[src/rtl/md_issue.sv]
// md_issue -- EX-stage issue controller for the multiply/divide unit.
//
// Decodes HI/LO instructions in EX, registers the operation and its operands
// for the mul/div unit, and freezes the front of the pipe while a long op
// (DIV/DIVU/MULT/MULTU/MUL) occupies the unit.
//
// Ports:
//   Clk          single clock, rising edge
//   Rst_n        asynchronous active-low reset
//   Ex_valid     EX-stage instruction valid
//   Instr_op     opcode field [31:26]
//   Instr_funct  funct field [5:0]
//   Rs_val       forwarded rs operand
//   Rt_val       forwarded rt operand
//   Flush        squash the EX instruction (only honoured in IDLE)
//   Md_stall     busy flag returned by the mul/div unit
//   Md_op        registered op code to the unit
//   Rs_out       registered rs to the unit
//   Rt_out       registered rt to the unit
//   Pipe_stall   freeze IF/ID/EX (combinational)
//   Md_timeout   one-cycle pulse when BUSY is forced to complete
//
// Parameter MAX_CYCLES (2..255): BUSY-cycle limit before forced completion.
// Optional feature: define MD_MUL_EN to decode SPECIAL2 MUL (op 011100,
// funct 000010) as the long op 0111.
module md_issue #(
  parameter int MAX_CYCLES = 64
) (
  input  logic        Clk,
  input  logic        Rst_n,
  input  logic        Ex_valid,
  input  logic [5:0]  Instr_op,
  input  logic [5:0]  Instr_funct,
  input  logic [31:0] Rs_val,
  input  logic [31:0] Rt_val,
  input  logic        Flush,
  input  logic        Md_stall,
  output logic [3:0]  Md_op,
  output logic [31:0] Rs_out,
  output logic [31:0] Rt_out,
  output logic        Pipe_stall,
  output logic        Md_timeout
);

  typedef enum logic [1:0] {
    IDLE = 2'd0,
    BUSY = 2'd1,
    DONE = 2'd2
  } state_t;

  localparam logic [7:0] CNT_LAST = 8'(MAX_CYCLES - 1);

  state_t      state_reg, state_next;
  logic [3:0]  md_op_reg, md_op_next;
  logic [31:0] rs_reg, rs_next;
  logic [31:0] rt_reg, rt_next;
  logic [7:0]  cnt_reg, cnt_next;
  logic        timeout_reg, timeout_next;

  logic [3:0]  dec_op;
  logic        dec_long;
  logic        dec_short;
  logic        issue_ok;

  // Instruction decode
  always_comb begin
    dec_op = 4'b0000;
    if (Instr_op == 6'b000000) begin
      case (Instr_funct)
        6'b011010: dec_op = 4'b0001; // DIV
        6'b011011: dec_op = 4'b0010; // DIVU
        6'b010000: dec_op = 4'b0011; // MFHI
        6'b010010: dec_op = 4'b0100; // MFLO
        6'b010001: dec_op = 4'b0101; // MTHI
        6'b010011: dec_op = 4'b0110; // MTLO
        6'b011000: dec_op = 4'b1000; // MULT
        6'b011001: dec_op = 4'b1001; // MULTU
        default:   dec_op = 4'b0000;
      endcase
    end
`ifdef MD_MUL_EN
    else if (Instr_op == 6'b011100 && Instr_funct == 6'b000010) begin
      dec_op = 4'b0111;              // MUL
    end
`endif
  end

  assign dec_long  = (dec_op == 4'b0001) || (dec_op == 4'b0010) ||
                     (dec_op == 4'b0111) || (dec_op == 4'b1000) ||
                     (dec_op == 4'b1001);
  assign dec_short = (dec_op >= 4'b0011) && (dec_op <= 4'b0110);
  assign issue_ok  = Ex_valid && !Flush;

  // Next-state and outputs
  always_comb begin
    state_next   = state_reg;
    md_op_next   = md_op_reg;
    rs_next      = rs_reg;
    rt_next      = rt_reg;
    cnt_next     = cnt_reg;
    timeout_next = 1'b0;
    Pipe_stall   = 1'b0;

    case (state_reg)
      IDLE: begin
        md_op_next = 4'b0000;
        if (issue_ok && dec_long) begin
          Pipe_stall = 1'b1;
          md_op_next = dec_op;
          rs_next    = Rs_val;
          rt_next    = Rt_val;
          cnt_next   = 8'd0;
          state_next = BUSY;
        end else if (issue_ok && dec_short) begin
          // Short ops are presented for a single cycle; no stall needed.
          md_op_next = dec_op;
          rs_next    = Rs_val;
          rt_next    = Rt_val;
        end
      end
      BUSY: begin
        // Flush is ignored here: a HI/LO update is never aborted.
        Pipe_stall = 1'b1;
        cnt_next   = cnt_reg + 8'd1;
        if (!Md_stall) begin
          state_next = DONE;
        end else if (cnt_reg == CNT_LAST) begin
          timeout_next = 1'b1;
          state_next   = DONE;
        end
      end
      DONE: begin
        // Result-capture cycle; issue is refused so the unit sees a 0000
        // cycle before the next long op.
        md_op_next = 4'b0000;
        state_next = IDLE;
      end
      default: begin
        md_op_next = 4'b0000;
        state_next = IDLE;
      end
    endcase
  end

  always_ff @(posedge Clk or negedge Rst_n) begin
    if (!Rst_n) begin
      state_reg   <= IDLE;
      md_op_reg   <= 4'b0000;
      rs_reg      <= 32'd0;
      rt_reg      <= 32'd0;
      cnt_reg     <= 8'd0;
      timeout_reg <= 1'b0;
    end else begin
      state_reg   <= state_next;
      md_op_reg   <= md_op_next;
      rs_reg      <= rs_next;
      rt_reg      <= rt_next;
      cnt_reg     <= cnt_next;
      timeout_reg <= timeout_next;
    end
  end

  assign Md_op      = md_op_reg;
  assign Rs_out     = rs_reg;
  assign Rt_out     = rt_reg;
  assign Md_timeout = timeout_reg;

endmodule
[config.mk]
export PLATFORM = sky130hd
export DESIGN_NAME = md_issue
export DESIGN_NICKNAME = d
export VERILOG_FILES = /design/src/rtl/md_issue.sv
export SDC_FILE = /design/constraint.sdc
export NUM_CORES = 1
export LEC_CHECK = 0
export BUFFER_PORTS_ARGS = -buffer_cell sky130_fd_sc_hd__buf_2
export CAP_MARGIN = 20
export CORE_UTILIZATION = 47
export DETAILED_ROUTE_END_ITERATION = 16
export PLACE_DENSITY = 0.8
export SLEW_MARGIN = 10
export SYNTH_ARGS = -nofsm -noshare
export SYNTH_HDL_FRONTEND = slang
export SYNTH_SLANG_ARGS = --single-unit
[constraint.sdc]
create_clock -name Clk -period 2.58 [get_ports Clk]
set_input_delay 0.129 -clock Clk [delete_from_list [all_inputs] [get_ports Clk]]
set_output_delay 0.129 -clock Clk [all_outputs]
set_load 0.02 [all_outputs]
==> impl_metrics.yaml <==
place:
  detailed_place_hpwl_mm: 4.89
  dp_cells: 473
  pre_cts_ws_ps: 202
  place_congestion: 0.845
  portBuffers: 150
power_and_ir_drop:
  switching_power_w: 0.000560
  vdd_drop_max_mv: 0.331
  switching_share_pct: 21.7
  pwr-share-clk_pct: 43.3
  power.share.sequential_pct: 48.9
  p_int_w: 0.00203
  powerDensity_nw_per_um2: 576
  leakage_nw: 2.51
  combPwrFrac_pct: 7.8
outcome:
  status: "completed"
critical_path:
  crit_chain: "nor4_1 -> nand4_1 -> a2111oi_4 -> buf_12 -> mux2_2"
  slowest_stage: "a2111oi_4"
  setup.worst_path.end_class: "register"
  cp.arrival_ps: 2410
  critPathTopFamily: "simple AND/OR/NAND/NOR gates"
  crit_fanout: 35
  crit_buf_inv: 1
  cp.required_ps: 2790
  path_class: "reg2reg"
  cp-start-kind: "register"
  max_stage_delay_ps: 480
  reg2reg_setup_slack_ps: 380
clock_tree:
  postCtsHoldBufs: 5
  insertion_delay_ps: 340
  clockBufferDepth: 2
  root_buffer: "clkbuf_8"
  cts_setup_buffers: 0
  postCtsResizedCells: 0
  htreeDepth: 3
  clk_pin_slew_ps: 90
  cts_tree: "yes"
  cts.sinks: 79
  cts_buffers: 9
global_routing:
  grt_antenna_before_repair: 0
  grt_pass1_wl_mm: 10.9
  grt_overflow: 0
  grt_pass1_vias: 2452
  grt_max_degree: 80
  grt_usage_pct: 19.1
yosys:
  synth_edf_count: 0
  async_reset_ff_share_pct: 100
  synth_top_area_share_pct: 59.8
  synth_compound_area_share_pct: 5.83
  synthMuxAreaShare_pct: 22.8
  avgSynthCellArea_sq_um: 14.3
  yosysSeqAreaShare_pct: 59.8
  ys_types: 36
  yosys_warnings: 0
  yosys.area.top_type: "dfrtp_1"
  synthAdderAreaFrac_pct: 1.14
  synth_cells: 231
  synth-seq-cells: 79
  synth_simple_gate_area_share_pct: 5.60
  netlist_area_sq_um: 3300
  synth_top_family_by_area: "multiplexers"
  synthesis.nets: 315
  synth_xor_area_share_pct: 1.86
  ys_top_cells_by_area: "dfrtp_1, mux2_2, mux2_1"
  synth_top_flop_cell: "dfrtp_1"
floorplan:
  ios: 151
  start_util_pct: 48.6
  die_h_microns: 85.9
  num_rows: 30
  die_w_microns: 85.9
  dieArea_sq_um: 7370
  design.core.area_sq_um: 6790
detailed_routing:
  met1_length_mm: 2.82
  routed_via_density: 5.00
  vias: 2479
  drc: 0
  routed.top_layer: "met4"
  postRouteAntennaNets: 0
  first_pass_iters: 4
  routed_wl_mm: 6.86
  wl_per_cell_microns: 13.8
  first_iter_violations: 64
  met2_wirelength_mm: 3.52
  wl_met3_microns: 419
timing:
  setup-tns-final_ps: 0
  final_hold_viol_count: 0
  finalCriticalPeriod_ps: 2200
  fin_crit_sh_pct: 85.2
  slew_headroom_pct: 60.4
  finalSetupViolCount: 0
  fmax_mhz: 455
  slew_viol_final: 0
  hold_ws_ps: 12.9
  max_slew.worst_pin.slew_ps: 589
  rsz0062_at_grt: "false"
  fin_worst_skew_ps: 10.9
  worst_slack_ps: 381
final_layout:
  synthToLayoutAreaGrowth_pct: 36.0
  final_cells: 496
  nNetsFinal: 479
  n_antenna_cell: 0
  final_common_cell: "buf_2"
  drive_gt1_share_pct: 57.5
  final_cell_mix: "buf_2, dfrtp_1, mux2_2, mux2_1, clkbuf_8"
  num-fill-cells: 544
flow_run:
  cap_violations: 0
worst_hold_path:
  hold_path.class: "in2reg"
worst reg2reg max path: stages (launching register included):
cell       delay [ps]
dfrtp_1           410
nor4_1            310
nand4_1           240
a2111oi_4         480
buf_12            270
mux2_2            380
power by group through the flow:
stage,logic (W),registers [W],clock network [W]
4_1_cts,0.000199,0.00127,0.00115
2_1_floorplan,0.0000653,0.00131,0
6_report,0.000201,0.00127,0.00112
5_1_grt,0.000223,0.00127,0.00121
3_5_place_dp,0.000191,0.00129,0
3_3_place_gp,0.000185,0.00129,0
through the flow:
stage | util [%] | instance area, sq um | power [W]
floorplan | - | 3300 | 0.00137
global placement | 61.2 | 4160 | 0.00147
detailed placement | 61.2 | 4160 | 0.00148
CTS | 65.7 | 4460 | 0.00262
global route | 66.1 | 4490 | 0.00270
finish | 66.1 | 4490 | 0.00259
cells in the mapped netlist, drive strengths merged, types with 3 or more instances:
| master | number |
|---|---|
| buf | 7 |
| nand2 | 8 |
| nand4 | 4 |
| dfrtp | 79 |
| nor2 | 6 |
| o21a | 3 |
| ha | 3 |
| a21oi | 7 |
| xor2 | 5 |
| mux2 | 65 |
| o21ai | 4 |
| nand3 | 4 |
| inv | 5 |
| nor4 | 3 |
worst paths after layout:
path                       cells after the start    startpoint    endpoint
max                                            5  state_reg[1]   Rt_out[5]
min                                            2    Rt_val[13]  Rt_out[13]
max reg2reg                                    5  state_reg[1]   Rt_out[5]
min reg2reg                                    2      Md_op[2]    Md_op[2]
max in group asynchronous                      3         Rst_n  Rs_out[10]
min in group asynchronous                      2         Rst_n   Rt_out[6]
cell families after synthesis:
| logic type | after synthesis |
|---|---|
| flip-flops | 79 |
| buffers and inverters | 14 |
| XOR/XNOR | 7 |
| AO/OA/AOI/OAI | 25 |
| adder cells (fa/ha/maj) | 3 |
| AND/OR/NAND/NOR | 36 |
| multiplexers | 67 |
layout make-up:
class | count | area, sq um | share of cell area, %
clock buffer | 10 | 138 | 3.06
sequential | 79 | 1980 | 44.0
tap | 96 | 120 | 2.67
clock inverter | 6 | 115 | 2.56
timing repair buffer | 162 | 896 | 19.9
inverter | 5 | 18.8 | 0.418
multi-input combinational | 138 | 1230 | 27.3
per-layer routing:
layer / global-route usage, % / vias up
met5: 0 / -
met4: 8.03 / 0
met1: 21.1 / 1209
li1: - / 1159
met2: 34.8 / 100
met3: 4.81 / 11
(Power assumes the default switching activity.)
